File: src/rtl/mul_acc_pkg.sv
// ---------------------------------------------------------------------------
// mul_acc_pkg
// Shared types and helpers for the frame accumulator that sits behind the
// combinational multiplier.
//   mul_acc_state_t : FSM encoding (IDLE / ACC / HOLD)
//   sat_res_t       : result of a saturating add (sum + carry-out flag)
//   sat_add()       : unsigned add of two values narrower than MAX_W, with
//                     saturation to all ones at a caller-chosen width
// ---------------------------------------------------------------------------
package mul_acc_pkg;

    typedef enum logic [1:0] {
        IDLE = 2'd0,
        ACC  = 2'd1,
        HOLD = 2'd2
    } mul_acc_state_t;

    // Widest accumulator the helper can handle; callers use widths below it.
    localparam int MAX_W = 128;

    typedef struct packed {
        logic             ovf;
        logic [MAX_W-1:0] sum;
    } sat_res_t;

    // Both operands must already fit in 'width' bits. The carry out of bit
    // width-1 is then simply bit 'width' of the full-precision sum.
    function automatic sat_res_t sat_add(
        input logic [MAX_W-1:0] acc,
        input logic [MAX_W-1:0] prod,
        input logic [7:0]       width
    );
        logic [MAX_W:0]   full;
        logic [MAX_W-1:0] mask;
        sat_res_t         res;
        full    = {1'b0, acc} + {1'b0, prod};
        mask    = {MAX_W{1'b1}} >> (8'(MAX_W) - width);
        res.ovf = full[width];
        res.sum = res.ovf ? mask : full[MAX_W-1:0];
        return res;
    endfunction

endpackage

File: src/rtl/mul_accumulator_if.sv
// ---------------------------------------------------------------------------
// mul_accumulator_if
// Bundles the product input channel, the result output channel and the
// frame controls of mul_accumulator.
//   clear      : synchronous abort/flush (driven by master)
//   frame_len  : beats per frame, sampled on the first beat
//   in_*       : product channel (valid/ready)
//   out_*      : result channel (valid/ready), acc/count/ovf payload
//   dbg_state  : current FSM state, for observation only
// Handshake rule for both channels: a transfer happens on a rising clock
// edge where valid and ready are both 1; the source holds valid and payload
// stable until that edge, and ready may depend combinationally on the
// sink's state but never on valid.
// ---------------------------------------------------------------------------
interface mul_accumulator_if
    import mul_acc_pkg::*;
#(
    parameter int N     = 32,
    parameter int GUARD = 8,
    parameter int CNT_W = 16
);
    localparam int ACC_W = 2 * N + GUARD;

    logic                 clear;
    logic [CNT_W-1:0]     frame_len;
    logic                 in_valid;
    logic                 in_ready;
    logic [2*N-1:0]       in_prod;
    logic                 out_valid;
    logic                 out_ready;
    logic [ACC_W-1:0]     out_acc;
    logic [CNT_W-1:0]     out_count;
    logic                 out_ovf;
    mul_acc_state_t       dbg_state;

    modport master (
        output clear, frame_len, in_valid, in_prod, out_ready,
        input  in_ready, out_valid, out_acc, out_count, out_ovf, dbg_state
    );

    modport slave (
        input  clear, frame_len, in_valid, in_prod, out_ready,
        output in_ready, out_valid, out_acc, out_count, out_ovf, dbg_state
    );

endinterface

File: src/rtl/mul_acc_sat_adder.sv
// ---------------------------------------------------------------------------
// mul_acc_sat_adder
// Combinational ACC_W-bit unsigned add of the running sum and a zero-extended
// product. On carry out the sum is replaced by all ones.
//   i_acc   : running accumulator value
//   i_prod  : new product (PROD_W <= ACC_W)
//   o_sum   : saturated sum
//   o_carry : the add overflowed ACC_W bits
// ---------------------------------------------------------------------------
module mul_acc_sat_adder
    import mul_acc_pkg::*;
#(
    parameter int ACC_W  = 72,
    parameter int PROD_W = 64
) (
    input  logic [ACC_W-1:0]  i_acc,
    input  logic [PROD_W-1:0] i_prod,
    output logic [ACC_W-1:0]  o_sum,
    output logic              o_carry
);

    sat_res_t                 w_res;
    logic [MAX_W-ACC_W-1:0]   w_unused_hi;

    assign w_res       = sat_add(MAX_W'(i_acc), MAX_W'(i_prod), 8'(ACC_W));
    assign o_sum       = w_res.sum[ACC_W-1:0];
    assign o_carry     = w_res.ovf;
    // Bits above ACC_W are always zero after saturation masking.
    assign w_unused_hi = w_res.sum[MAX_W-1:ACC_W];

endmodule

File: src/rtl/mul_accumulator.sv
// ---------------------------------------------------------------------------
// mul_accumulator
// Sums runs of frame_len unsigned products into a guarded accumulator and
// presents sum, beat count and sticky overflow on a registered result port.
//   clk   : single clock, rising edge
//   rst_n : asynchronous active-low reset
//   bus   : slave side of mul_accumulator_if (clear, frame_len, product
//           channel, result channel, debug state)
// FSM: IDLE (waiting for first beat) -> ACC (collecting) -> HOLD (result
// valid). A taken result with a simultaneous beat starts the next frame
// directly from HOLD, so back-to-back frames have no bubble.
// ---------------------------------------------------------------------------
module mul_accumulator
    import mul_acc_pkg::*;
#(
    parameter int N     = 32,
    parameter int GUARD = 8,
    parameter int CNT_W = 16
) (
    input  logic              clk,
    input  logic              rst_n,
    mul_accumulator_if.slave  bus
);

    localparam int ACC_W  = 2 * N + GUARD;
    localparam int PROD_W = 2 * N;

    mul_acc_state_t   r_state;
    logic [ACC_W-1:0] r_acc;
    logic [CNT_W-1:0] r_cnt;
    logic [CNT_W-1:0] r_len;
    logic             r_ovf;

    logic             w_in_ready;
    logic             w_beat;
    logic [ACC_W-1:0] w_sum;
    logic             w_carry;
    logic [CNT_W-1:0] w_len_eff;
    logic [CNT_W-1:0] w_cnt_inc;

    // A zero frame length would never terminate; treat it as one beat.
    assign w_len_eff  = (bus.frame_len == '0) ? CNT_W'(1) : bus.frame_len;
    assign w_cnt_inc  = r_cnt + CNT_W'(1);

    // In HOLD a new beat may only enter when the pending result leaves in
    // the same cycle; clear blocks all input so nothing is half-consumed.
    assign w_in_ready = ~bus.clear & ((r_state != HOLD) | bus.out_ready);
    assign w_beat     = bus.in_valid & w_in_ready;

    mul_acc_sat_adder #(
        .ACC_W  (ACC_W),
        .PROD_W (PROD_W)
    ) u_adder (
        .i_acc   (r_acc),
        .i_prod  (bus.in_prod),
        .o_sum   (w_sum),
        .o_carry (w_carry)
    );

    always_ff @(posedge clk or negedge rst_n) begin
        if (!rst_n) begin
            r_state <= IDLE;
            r_acc   <= '0;
            r_cnt   <= '0;
            r_len   <= CNT_W'(1);
            r_ovf   <= 1'b0;
        end else if (bus.clear) begin
            r_state <= IDLE;
            r_acc   <= '0;
            r_cnt   <= '0;
            r_ovf   <= 1'b0;
        end else begin
            case (r_state)
                IDLE, HOLD: begin
                    if (w_beat) begin
                        // First beat of a frame (from HOLD this implies the
                        // previous result was taken on this same edge).
                        r_acc   <= ACC_W'(bus.in_prod);
                        r_cnt   <= CNT_W'(1);
                        r_len   <= w_len_eff;
                        r_ovf   <= 1'b0;
                        r_state <= (w_len_eff == CNT_W'(1)) ? HOLD : ACC;
                    end else if ((r_state == HOLD) && bus.out_ready) begin
                        r_state <= IDLE;
                    end
                end
                ACC: begin
                    if (w_beat) begin
                        // Once saturated the sum stays all ones: adding to
                        // all ones either carries again or adds zero.
                        r_acc <= w_sum;
                        r_ovf <= r_ovf | w_carry;
                        r_cnt <= w_cnt_inc;
                        if (w_cnt_inc == r_len) begin
                            r_state <= HOLD;
                        end
                    end
                end
                default: begin
                    r_state <= IDLE;
                end
            endcase
        end
    end

    assign bus.in_ready  = w_in_ready;
    assign bus.out_valid = (r_state == HOLD);
    assign bus.out_acc   = r_acc;
    assign bus.out_count = r_cnt;
    assign bus.out_ovf   = r_ovf;
    assign bus.dbg_state = r_state;

endmodule

File: src/flat_wrapper.sv
// flat-port wrapper written by rule: the top's interface ports become plain ports
module mul_accumulator_flat import mul_acc_pkg::*;
#(
    parameter int N     = 32,
    parameter int GUARD = 8,
    parameter int CNT_W = 16
)
  (clk, rst_n, bus_clear, bus_frame_len, bus_in_valid, bus_in_prod, bus_out_ready, bus_in_ready, bus_out_valid, bus_out_acc, bus_out_count, bus_out_ovf, bus_dbg_state);
  mul_accumulator_if #(.N(N), .GUARD(GUARD), .CNT_W(CNT_W)) bus_i ();
  input  logic clk;
  input  logic rst_n;
  input wire logic [$bits(bus_i.clear)-1:0] bus_clear;
  input wire logic [$bits(bus_i.frame_len)-1:0] bus_frame_len;
  input wire logic [$bits(bus_i.in_valid)-1:0] bus_in_valid;
  input wire logic [$bits(bus_i.in_prod)-1:0] bus_in_prod;
  input wire logic [$bits(bus_i.out_ready)-1:0] bus_out_ready;
  output wire logic [$bits(bus_i.in_ready)-1:0] bus_in_ready;
  output wire logic [$bits(bus_i.out_valid)-1:0] bus_out_valid;
  output wire logic [$bits(bus_i.out_acc)-1:0] bus_out_acc;
  output wire logic [$bits(bus_i.out_count)-1:0] bus_out_count;
  output wire logic [$bits(bus_i.out_ovf)-1:0] bus_out_ovf;
  output wire logic [$bits(bus_i.dbg_state)-1:0] bus_dbg_state;
  assign bus_i.clear = bus_clear;
  assign bus_i.frame_len = bus_frame_len;
  assign bus_i.in_valid = bus_in_valid;
  assign bus_i.in_prod = bus_in_prod;
  assign bus_i.out_ready = bus_out_ready;
  assign bus_in_ready = bus_i.in_ready;
  assign bus_out_valid = bus_i.out_valid;
  assign bus_out_acc = bus_i.out_acc;
  assign bus_out_count = bus_i.out_count;
  assign bus_out_ovf = bus_i.out_ovf;
  assign bus_dbg_state = bus_i.dbg_state;
  mul_accumulator #(.N(N), .GUARD(GUARD), .CNT_W(CNT_W)) u_core (.clk(clk), .rst_n(rst_n), .bus(bus_i));
endmodule
File: config.mk
export PLATFORM = sky130hd
export DESIGN_NAME = mul_accumulator_flat
export DESIGN_NICKNAME = d
export VERILOG_FILES = /design/src/rtl/mul_acc_pkg.sv /design/src/rtl/mul_accumulator_if.sv /design/src/rtl/mul_acc_sat_adder.sv /design/src/rtl/mul_accumulator.sv /design/src/flat_wrapper.sv
export SDC_FILE = /design/constraint.sdc
export NUM_CORES = 1
export LEC_CHECK = 0
export ABC_CLOCK_PERIOD_IN_PS = 3600
export CAP_MARGIN = 20
export CORE_AREA = 2 2 154 156
export CTS_CLUSTER_DIAMETER = 60
export CTS_CLUSTER_SIZE = 30
export DETAILED_ROUTE_END_ITERATION = 8
export DIE_AREA = 0 0 156 158
export GPL_ROUTABILITY_DRIVEN = 1
export PLACE_DENSITY_LB_ADDON = 0.08
export SYNTH_ARGS = -nofsm -noshare
export SYNTH_HDL_FRONTEND = slang
export SYNTH_HIERARCHICAL = 1
export SYNTH_SLANG_ARGS = --single-unit
export TNS_END_PERCENT = 50
File: constraint.sdc
create_clock -name clk -period 3.6 [get_ports clk]
set_clock_uncertainty 0.1 [all_clocks]
set_input_delay 1.08 -clock clk [delete_from_list [all_inputs] [get_ports clk]]
set_output_delay 1.08 -clock clk [all_outputs]
set_load 0.005 [all_outputs]
**Yosys cells after proc, flatten, opt, wreduce, memory -nomap -nowiden**

Cells that the tools add are included.

- Register bits after elaboration: 107
- Bits of input ports: 85

- Bitwise logic cells: 5
- Reductions and logical operators: 8
- Add/sub/neg operators: 2
- Equality and inequality tests: 9
- Multiplexer cells: 21

Operators with widths:

| kind | number |
|---|---|
| 72-bit two-way mux | 4 |
| 72-bit case mux with 2 select lines | 1 |
| 72-bit by 64-bit adder with 73-bit output | 1 |
| 16-bit two-way mux | 4 |
| 16-bit case mux with 2 select lines | 1 |
| 16-bit by 1-bit adder with 16-bit output (second input constant) | 1 |
| 16-bit by 1-bit equality test with 1-bit output (second input constant) | 1 |
| 16-bit equality test | 1 |
| 16-bit zero test | 1 |
| 2-bit two-way mux | 6 |
| 3-bit by 2-bit != test with 1-bit output (second input constant) | 3 |
| 3-bit AND reduction | 3 |
| 4-bit by 2-bit != test with 1-bit output (second input constant) | 1 |
| 2-bit case mux with 2 select lines | 1 |
| 1-bit two-way mux | 3 |
| 3-bit nonzero test | 1 |
| 1-bit AND | 2 |
| 2-bit by 1-bit equality test with 1-bit output (second input constant) | 1 |
| 2-bit equality test (second input constant) | 1 |
| 2-bit zero test | 1 |
| 2-bit != test (second input constant) | 1 |
| 1-bit bitwise OR | 2 |
| 1-bit case mux with 2 select lines | 1 |
| 2-bit OR reduction | 1 |
| other kinds (2) | 2 |

**Depth between registers and ports, before layout**

Gate-level depths: netlist (run 1).

- Depth after elaboration: 7
- Depth in mapped cells: 15
- Mapped depth without buffers: 14

**By module**

The synthesis (run 1) kept the hierarchy.

By module, submodules not included:

| module | area an instance (um^2) | cells an instance | times used |
|---|---|---|---|
| mul_accumulator | 5564.1 | 625 | 1 |
| mul_acc_sat_adder | 4687.0 | 709 | 1 |

**Worst setup path after synthesis (run 1)**

OpenSTA, ideal clock, no wires.

- Kind: input -> register
- Start: in bus_in_prod[0]
- End: reg u_core.r_acc[67], in the netlist u_core/bus.out_acc[67]
- Path slack: -0.380 ns
- Library setup time: 0.121 ns
- Stages on the path: 13
- Data arrival time: 3.759 ns
- Required time: 3.379 ns
- Cell sequence: ha_1 fa_1 a21oi_1 o22ai_1 o311ai_2 a2111oi_4 o21bai_4 a31oi_4 o2111ai_2 buf_6 nand2_1 mux2_1 a22o_1

- Word-level cells in the longest chain between the ends: 5

Ends and longest elaborated chain:

| element | RTL line | RTL |
|---|---|---|
| start: declaration | flat_wrapper.sv:15 | `input wire logic [$bits(bus_i.in_prod)-1:0] bus_in_prod;` |
| 72-bit by 64-bit adder with 73-bit output | mul_acc_pkg.sv:36 | `full = {1'b0, acc} + {1'b0, prod};` |
| 72-bit two-way mux | mul_acc_pkg.sv:39 | `res.sum = res.ovf ? mask : full[MAX_W-1:0];` |
| via u_core.w_sum[67] | mul_accumulator.sv:36 | `logic [ACC_W-1:0] w_sum;` |
| 72-bit two-way mux | mul_accumulator.sv:88 | `if (w_beat) begin` |
| 72-bit case mux with 2 select lines | mul_accumulator.sv:73 | `case (r_state)` |
| 72-bit two-way mux | mul_accumulator.sv:67 | `end else if (bus.clear) begin` |
| end signal: assignment | mul_accumulator.sv:78 | `r_acc <= ACC_W'(bus.in_prod);` |
| end signal: assignment | mul_accumulator.sv:91 | `r_acc <= w_sum;` |
| end: declaration | mul_accumulator.sv:29 | `logic [ACC_W-1:0] r_acc;` |

The timed path passes the listed nets, and every way through them passes these cells. The select of a mux whose other input is x is not followed.
A chain may end at the register's enable or synchronous reset.

**Worst setup path in the final report (run 1)**

- Start: in bus_in_prod[0]
- End: reg u_core.r_acc[59], in the netlist u_core/bus.out_acc[59]

Same word-level chain as after synthesis.

==> results of run 1 <==
## area by class of cell
| type | count | area, sq um |
|---|---|---|
| Sequential cell | 107 | 2680 |
| Fill cell | 1842 | 6690 |
| Multi-Input combinational cell | 1117 | 8320 |
| Inverter | 22 | 85.1 |
| Clock inverter | 7 | 88.8 |
| Timing Repair Buffer | 528 | 4600 |
| Clock buffer | 9 | 225 |
| Tap cell | 290 | 363 |
## cells in the final DEF, fill, tap and decap left out, types with 19 or more instances in the layout
cell type / n
a21o_1: 44
nand4_1: 27
dfrtp_1: 106
a311oi_2: 28
xor2_1: 25
a21oi_1: 72
buf_2: 19
ha_4: 47
o21ai_0: 42
nand3_1: 21
buf_6: 33
clkdlybuf4s50_1: 131
xnor2_1: 39
buf_4: 313
nand2_1: 255
inv_1: 20
nor2_1: 135
a311oi_1: 40
## registers in the layout (all words and copies together), names as in the netlist
register,count
u_core/bus.out_acc,72
u_core/r_len,16
u_core/bus.dbg_state,2
u_core/bus.out_count,16
u_core/bus.out_ovf,1
## worst max-delay path by stage
stage / slack [ps] / cells after the start / to
after global placement: -990 / 13 / u_core/bus.out_acc[62]$_DFFE_PN0P_
after detailed placement: -1150 / 14 / u_core/bus.out_acc[62]$_DFFE_PN0P_
after floorplan: -200 / 12 / u_core/bus.out_acc[71]$_DFFE_PN0P_
final: -250 / 17 / u_core/bus.out_acc[59]$_DFFE_PN0P_
after CTS: -270 / 13 / u_core/bus.out_acc[56]$_DFFE_PN0P_
after global routing: -360 / 17 / u_core/bus.out_acc[23]$_DFFE_PN0P_
## power breakdown
group	internal (uW)	total, uW	leakage [uW]	switching [uW]
Combinational	1290	2520	0.00583	1230
Clock	503	1070	0.000152	570
Sequential	1310	1430	0.00142	126
Total	3100	5030	0.00741	1930
## cells by family (layout without fill, tap and decap cells)
| logic type | count (synthesis) | count (layout) | synth area share |
|---|---|---|---|
| multiplexers | 9 | 9 | 0.00952 |
| XOR/XNOR | 64 | 64 | 0.0547 |
| AO/OA/AOI/OAI | 405 | 405 | 0.290 |
| buffers and inverters | 110 | 566 | 0.0518 |
| adder cells (fa/ha/maj) | 66 | 66 | 0.0813 |
| flip-flops | 107 | 107 | 0.261 |
| AND/OR/NAND/NOR | 573 | 573 | 0.252 |
## worst max-delay path, cell delays in order
cell and delay, ps:
buf_8 100, ha_4 150, fa_2 380, a21oi_4 190, o22ai_4 120, o311ai_4 300, a2111oi_4 160, o21bai_4 180
buf_6 130, a31oi_4 80, o2111ai_4 330, buf_6 180, buf_6 100, nand2_1 50, mux2_4 270, nand2_2 60
a311oi_2 90
## metal layers
layer / vias up / share of wire
li1: 5774 / -
met1: 5750 / 0.44
met2: 299 / 0.51
met3: 47 / 0.038
met4: 0 / 0.020
met5: - / 0
## stage by stage
| step | total power (uW) | TNS (ps) | hold WS, ps | std cells |
|---|---|---|---|---|
| 4_1_cts | 4870 | -8350 | 371 | 2064 |
| 6_report | 5030 | -6970 | 371 | 2080 |
| 3_3_place_gp | 3590 | -59160 | 355 | 2010 |
| 5_1_grt | 5330 | -14980 | 395 | 2080 |
| 3_5_place_dp | 3610 | -65160 | 356 | 2010 |
| 2_1_floorplan | 2600 | -9700 | 341 | 1334 |
## what timing repair did
action	in CTS	in global routing
gates cloned	3	0
buffers inserted	35	19
resized for setup	258	139
endpoints found under the setup margin	73	73
pin swaps	76	73
==> out/metrics.csv, run 1 <==
stage,metric,value,unit
setup_path,critical setup path kind,in -> reg,
sta,worst max-slew margin expressed relative to the limit,0.487,
grt,total global routing track utilization,0.295,
finish,layout overhead on the synthesized area,59.7,%
clock_tree,CTS buffer count,9,
logic_synthesis,Post-Synthesis Cells,1334,
clock_tree,"CTS clk-pin slew, worst paths",90,ps
die,total I/O pin count,178,
setup_path,kind of end point of the critical path,flop,
logic_synthesis,portion of synthesized cell area occupied by the leading cell type,0.259,
power_and_ir_drop,Static Leakage,0.00741,uW
logic_synthesis,largest area contributor in the synthesized netlist,dfrtp_1,
detailed_routing,Routed Wire Length,37.7,mm
die,Starting Density,0.445,
grt,via count of the first global-routing pass,11600,
setup_path,"reg-to-reg slack, setup",60,ps
setup_path,data required time of the critical path,3720,ps
sta,Period minus WS final,3850,ps
detailed_routing,antenna-violating nets left,0,
sta,number of max-slew violations in the final report,0,
logic_synthesis,number of synthesized flops with an enable pin,0,
sta,Final Setup Violations,68,
grt,global routing met1 resource utilization,0.377,
finish,share of post-route cells with drive strength above 1,0.337,
clock_tree,clock buffer depth,2,
place,area post-placement,14400,sq um
grt,met2 usage in global routing,0.526,
clock_tree,"Clk Latency, worst-skew pair",370,ps
setup_path,worst setup path startpoint,bus_in_prod[0],
clock_tree,CTS HTree Levels,3,
run,number of maximum-capacitance constraint violations,0,
grt,GRT Residual Overflow,0,
logic_synthesis,summed instance area of the synthesized netlist,10300,sq um
die,number of placement rows,56,
grt,global-route wire length before repair,58.8,mm
hold_path,Hold Path Class,reg -> reg,
power_and_ir_drop,power density of the placed cells,307,nW/um^2
setup_path,CP Launch Type,input port,
sta,highest clock rate,260,MHz
logic_synthesis,number of synthesis warnings,6,
detailed_routing,Via Count,11900,
setup_path,peak fanout along the critical path,6,
die,area of the core,23100,sq um
place,setup slack after placement,-1150,ps
hold_path,hold path startpoint,u_core/r_len[0]$_DFFE_PN1P_,
clock_tree,CTS tree,yes,
run_status,status,"finished, violations left",
setup_path,endpoint of the worst register-to-register path,u_core/bus.out_acc[59]$_DFFE_PN0P_,
detailed_routing,routed len/inst,18.1,um
finish,net count of the finished layout,1936,
logic_synthesis,Post-Syn Nets,1485,
logic_synthesis,post-synth cell types,90,
detailed_routing,Vias per Instance,5.71,
place,post-DP HPWL,27.4,mm
detailed_routing,DRC errors left,0,
clock_tree,clock sinks,107,
place,quantity of I/O buffers inserted on ports,177,
logic_synthesis,primary flip-flop cell chosen by synthesis mapping,dfrtp_1,
logic_synthesis,post-synthesis sequential element count,107,
die,vertical die dimension,158,um
setup_path,RR Startpoint,u_core/bus.out_acc[1]$_DFFE_PN0P_,
logic_synthesis,cell with the most instances after synthesis,nand2_1,
power_and_ir_drop,worst ir drop on vdd,0.000205,V
sta,unrepaired setup endpoints after global routing,yes,
clock_tree,Root Driver,clkbuf_16,
setup_path,Arrival @ worst endpoint,3970,ps
hold_path,worst hold path endpoint,u_core/r_len[0]$_DFFE_PN1P_,
place,global placer's final weighted congestion,0.878,
grt,met3 GRT Util,0.0276,
detailed_routing,first-iteration detailed-routing DRC count,696,
logic_synthesis,cell types with the highest counts after synthesis,"nand2_1 (275), nor2_1 (143), dfrtp_1 (106)",
finish,Final Instance Area,16400,sq um
sta,final number of hold-violating endpoints,0,
finish,diodes inserted,0,
sta,actual transition at the worst max-transition pin,769,ps
die,width of the chip,156,um
logic_synthesis,top post-synthesis cells by area,"dfrtp_1 (26%), nand2_1 (10%), ha_1 (7.9%)",
grt,highest-utilization routing layer at the global route stage,met2,
logic_synthesis,sequential fraction of the synthesis area,0.261,
logic_synthesis,fraction of registers with async set/reset,1.00,
hold_path,hold path cells,2,
setup_path,worst-case reg-to-reg path depth,16,
finish,share of the core filled with cells,0.710,
grt,largest net degree at the start of global routing,55,
logic_synthesis,post-synthesis average cell area,7.68,sq um
sta,crit share post-route,1.07,
clock_tree,hold bufs inserted after CTS,0,
detailed_routing,number of iterations in the first detailed-routing pass,5,
die,die footprint,24600,sq um
grt,initial antenna violation count,0,
sta,setup ws final,-247,ps
run_status,violated checks,setup timing,
(Power assumes the default switching activity.)
==> run 2, diff against run 1 <==
Settings changed: CORE_AREA 2 2 154 156 to 2 2 175 177, DIE_AREA 0 0 156 158 to 0 0 177 179.
==> run 2 against run 1 <==
The run still ends with setup timing left. Clock power grew 13%. Worst hold slack gained 1.5 ps. Sequential share of layout area hardly changed. Power grew 1.0%. Final area down 0.23%. Routed wire length fell by 0.72%. Core utilization down 17 points. Global-route usage down 5.8 points. Combinational power down 3%. Largest power group unchanged.
==> out/metrics.csv, run 2 (same netlist as run 1, synthesis figures left out) <==
stage,metric,value,unit,change
setup_path,delay of the slowest cell on the worst path,380,ps,about the same
setup_path,worst-path cell with the longest stage delay,fa_2,,unchanged
clock_tree,CTS buffer count,9,,unchanged
clock_tree,clock sinks,107,,unchanged
grt,total global routing track utilization,0.237,,was 0.295
run_status,violated checks,setup timing,,unchanged
place,quantity of I/O buffers inserted on ports,177,,unchanged
finish,fill cell count,2895,,"was 1,842"
clock_tree,"Clk Latency, worst-skew pair",380,ps,was 370 ps
die,die footprint,31700,sq um,"was 24,600 sq um"
grt,global-route wire length before repair,59.7,mm,was 58.8 mm
detailed_routing,DRC errors left,0,,unchanged
clock_tree,CTS HTree Levels,3,,unchanged
power_and_ir_drop,Static Leakage,0.00727,uW,was 0.00741 uW
grt,via count of the first global-routing pass,11300,,"was 11,600"
setup_path,"reg-to-reg slack, setup",50,ps,was 60 ps
sta,setup ws final,-281,ps,was -247 ps
setup_path,ordered list of cells on the worst path,buf_8 > ha_4 > fa_2 > a21oi_4 > o22ai_4 > o311ai_4 > a2111oi_4 > o21bai_4 > a31oi_4 > o2111ai_4 > inv_4 > buf_12 > buf_6 > buf_6 > or2_1 > nand2_1 > a311oi_1,,was buf_8 > ha_4 > fa_2 > a21oi_4 > o22ai_4 > o311ai_4 > a2111oi_4 > o21bai_4 > buf_6 > a31oi_4 > o2111ai_4 > buf_6 > buf_6 > nand2_1 > mux2_4 > nand2_2 > a311oi_2
setup_path,CP Launch Type,input port,,unchanged
setup_path,data required time of the critical path,3720,ps,about the same
setup_path,kind of end point of the critical path,flop,,unchanged
finish,flip-flop count of the largest register after layout,72,,unchanged
die,area of the core,30000,sq um,"was 23,100 sq um"
detailed_routing,Via Count,11500,,"was 11,900"
finish,"most common cell after layout, fill and taps aside",buf_4,,unchanged
grt,initial antenna violation count,0,,unchanged
finish,diodes inserted,0,,unchanged
sta,actual transition at the worst max-transition pin,986,ps,was 769 ps
power_and_ir_drop,worst ir drop on vdd,0.000216,V,was 0.000205 V
setup_path,CP dominant cell by count,buf_6,,unchanged
sta,Period minus WS final,3880,ps,was 3850 ps
place,setup slack after placement,-1100,ps,was -1150 ps
setup_path,peak fanout along the critical path,4,,was 6
sta,final number of hold-violating endpoints,0,,unchanged
setup_path,critical setup path kind,in -> reg,,unchanged
grt,GRT Residual Overflow,0,,unchanged
hold_path,Hold Path Class,reg -> reg,,unchanged
finish,share of post-route cells with drive strength above 1,0.324,,was 0.337
detailed_routing,Vias per Instance,5.31,,was 5.71
finish,area of the multi-input gates,8190,sq um,was 8320 sq um
power_and_ir_drop,total design power,5080,uW,was 5030 uW
sta,highest clock rate,258,MHz,was 260 MHz
sta,crit share post-route,1.08,,was 1.07
run_status,status,"finished, violations left",,unchanged
power_and_ir_drop,power density of the placed cells,311,nW/um^2,was 307 nW/um^2
detailed_routing,first-iteration detailed-routing DRC count,650,,was 696
finish,layout overhead on the synthesized area,59.3,%,was 59.7%
finish,Register Area,2680,sq um,unchanged
place,post-DP HPWL,27.6,mm,was 27.4 mm
die,number of placement rows,64,,was 56
die,vertical die dimension,179,um,was 158 um
die,width of the chip,177,um,was 156 um
detailed_routing,antenna-violating nets left,0,,unchanged
sta,worst max-slew margin expressed relative to the limit,0.343,,was 0.487
run,number of maximum-capacitance constraint violations,0,,unchanged
clock_tree,Root Driver,clkbuf_16,,unchanged
sta,unrepaired setup endpoints after global routing,yes,,unchanged
detailed_routing,number of iterations in the first detailed-routing pass,5,,unchanged
die,total I/O pin count,178,,unchanged
clock_tree,clock buffer depth,2,,unchanged
grt,largest net degree at the start of global routing,72,,was 55
clock_tree,"CTS clk-pin slew, worst paths",90,ps,about the same
detailed_routing,routed len/inst,17.3,um,was 18.1 um
finish,net count of the finished layout,1913,,"was 1,936"
sta,Final Setup Violations,56,,was 68
detailed_routing,Routed Wire Length,37.4,mm,was 37.7 mm
clock_tree,hold bufs inserted after CTS,0,,unchanged
sta,number of max-slew violations in the final report,0,,unchanged
setup_path,Arrival @ worst endpoint,4000,ps,was 3970 ps
clock_tree,CTS tree,yes,,unchanged
finish,"top library cells by usage in the layout, fill and taps aside","buf_4 (284), nand2_1 (238), nor2_1 (137), clkdlybuf4s50_1 (135), dfrtp_1 (106)",,"was buf_4 (313), nand2_1 (255), nor2_1 (135), clkdlybuf4s50_1 (131), dfrtp_1 (106)"
place,global placer's final weighted congestion,0.857,,was 0.878
die,Starting Density,0.341,,was 0.445
sta,accumulated negative setup slack,-8580,ps,was -6970 ps
## run 2: final cells by class
type / count / share of cell area
inverters: 22 / 0.00521
multi-input cells: 1117 / 0.501
well taps: 396 / 0.0303
repair buffers: 505 / 0.278
clock buffers: 9 / 0.0138
clock inverters: 7 / 0.00728
flip-flops and latches: 107 / 0.164
## run 2: through the flow
step	cell area, sq um	utilization	std cells	hold WS (ps)
finish	16300	0.544	2163	372
global route	16300	0.544	2163	406
CTS	16100	0.535	2164	378
detailed placement	14400	0.481	2092	366
global placement	14400	0.481	2092	362
floorplan	10400	-	1334	341
## run 2: per-layer routing
metal / GRT usage / share of wire / vias up
met3: 0.0331 / 0.037 / 36
met4: 0.0630 / 0.016 / 0
met5: 0 / 0 / -
li1: - / - / 5710
met2: 0.403 / 0.48 / 263
met1: 0.313 / 0.47 / 5483
## run 2: power breakdown
part / internal [uW] / switching (uW)
combinational: 1250 / 1200
clock: 632 / 573
sequential: 1310 / 123
## run 2: critical path, delay by kind of cell
kind / cells / cell delay [ps]
AOI/OAI and AO/OA: 8 / 1560
adders and majority gates: 2 / 530
and+or+nand+nor: 2 / 280
buffers and inverters: 5 / 550
## run 2: worst paths after layout
| check | start | end | depth (start not counted) |
|---|---|---|---|
| setup / recovery | bus_in_prod[0] | u_core/bus.out_acc[48]$_DFFE_PN0P_ | 17 |
| hold / removal | u_core/r_len[0]$_DFFE_PN1P_ | u_core/r_len[0]$_DFFE_PN1P_ | 2 |
| setup reg to reg | u_core/bus.out_acc[0]$_DFFE_PN0P_ | u_core/bus.out_acc[48]$_DFFE_PN0P_ | 16 |
| hold reg to reg | u_core/r_len[0]$_DFFE_PN1P_ | u_core/r_len[0]$_DFFE_PN1P_ | 2 |
| max in group asynchronous | rst_n | u_core/r_len[0]$_DFFE_PN1P_ | 2 |
| min in group asynchronous | rst_n | u_core/bus.out_acc[20]$_DFFE_PN0P_ | 1 |
## run 2: what timing repair did
action	CTS	global route
cloned	5	0
pin swaps	88	25
setup buffers	54	2
endpoints found under the setup margin	74	74
resized for setup	282	78
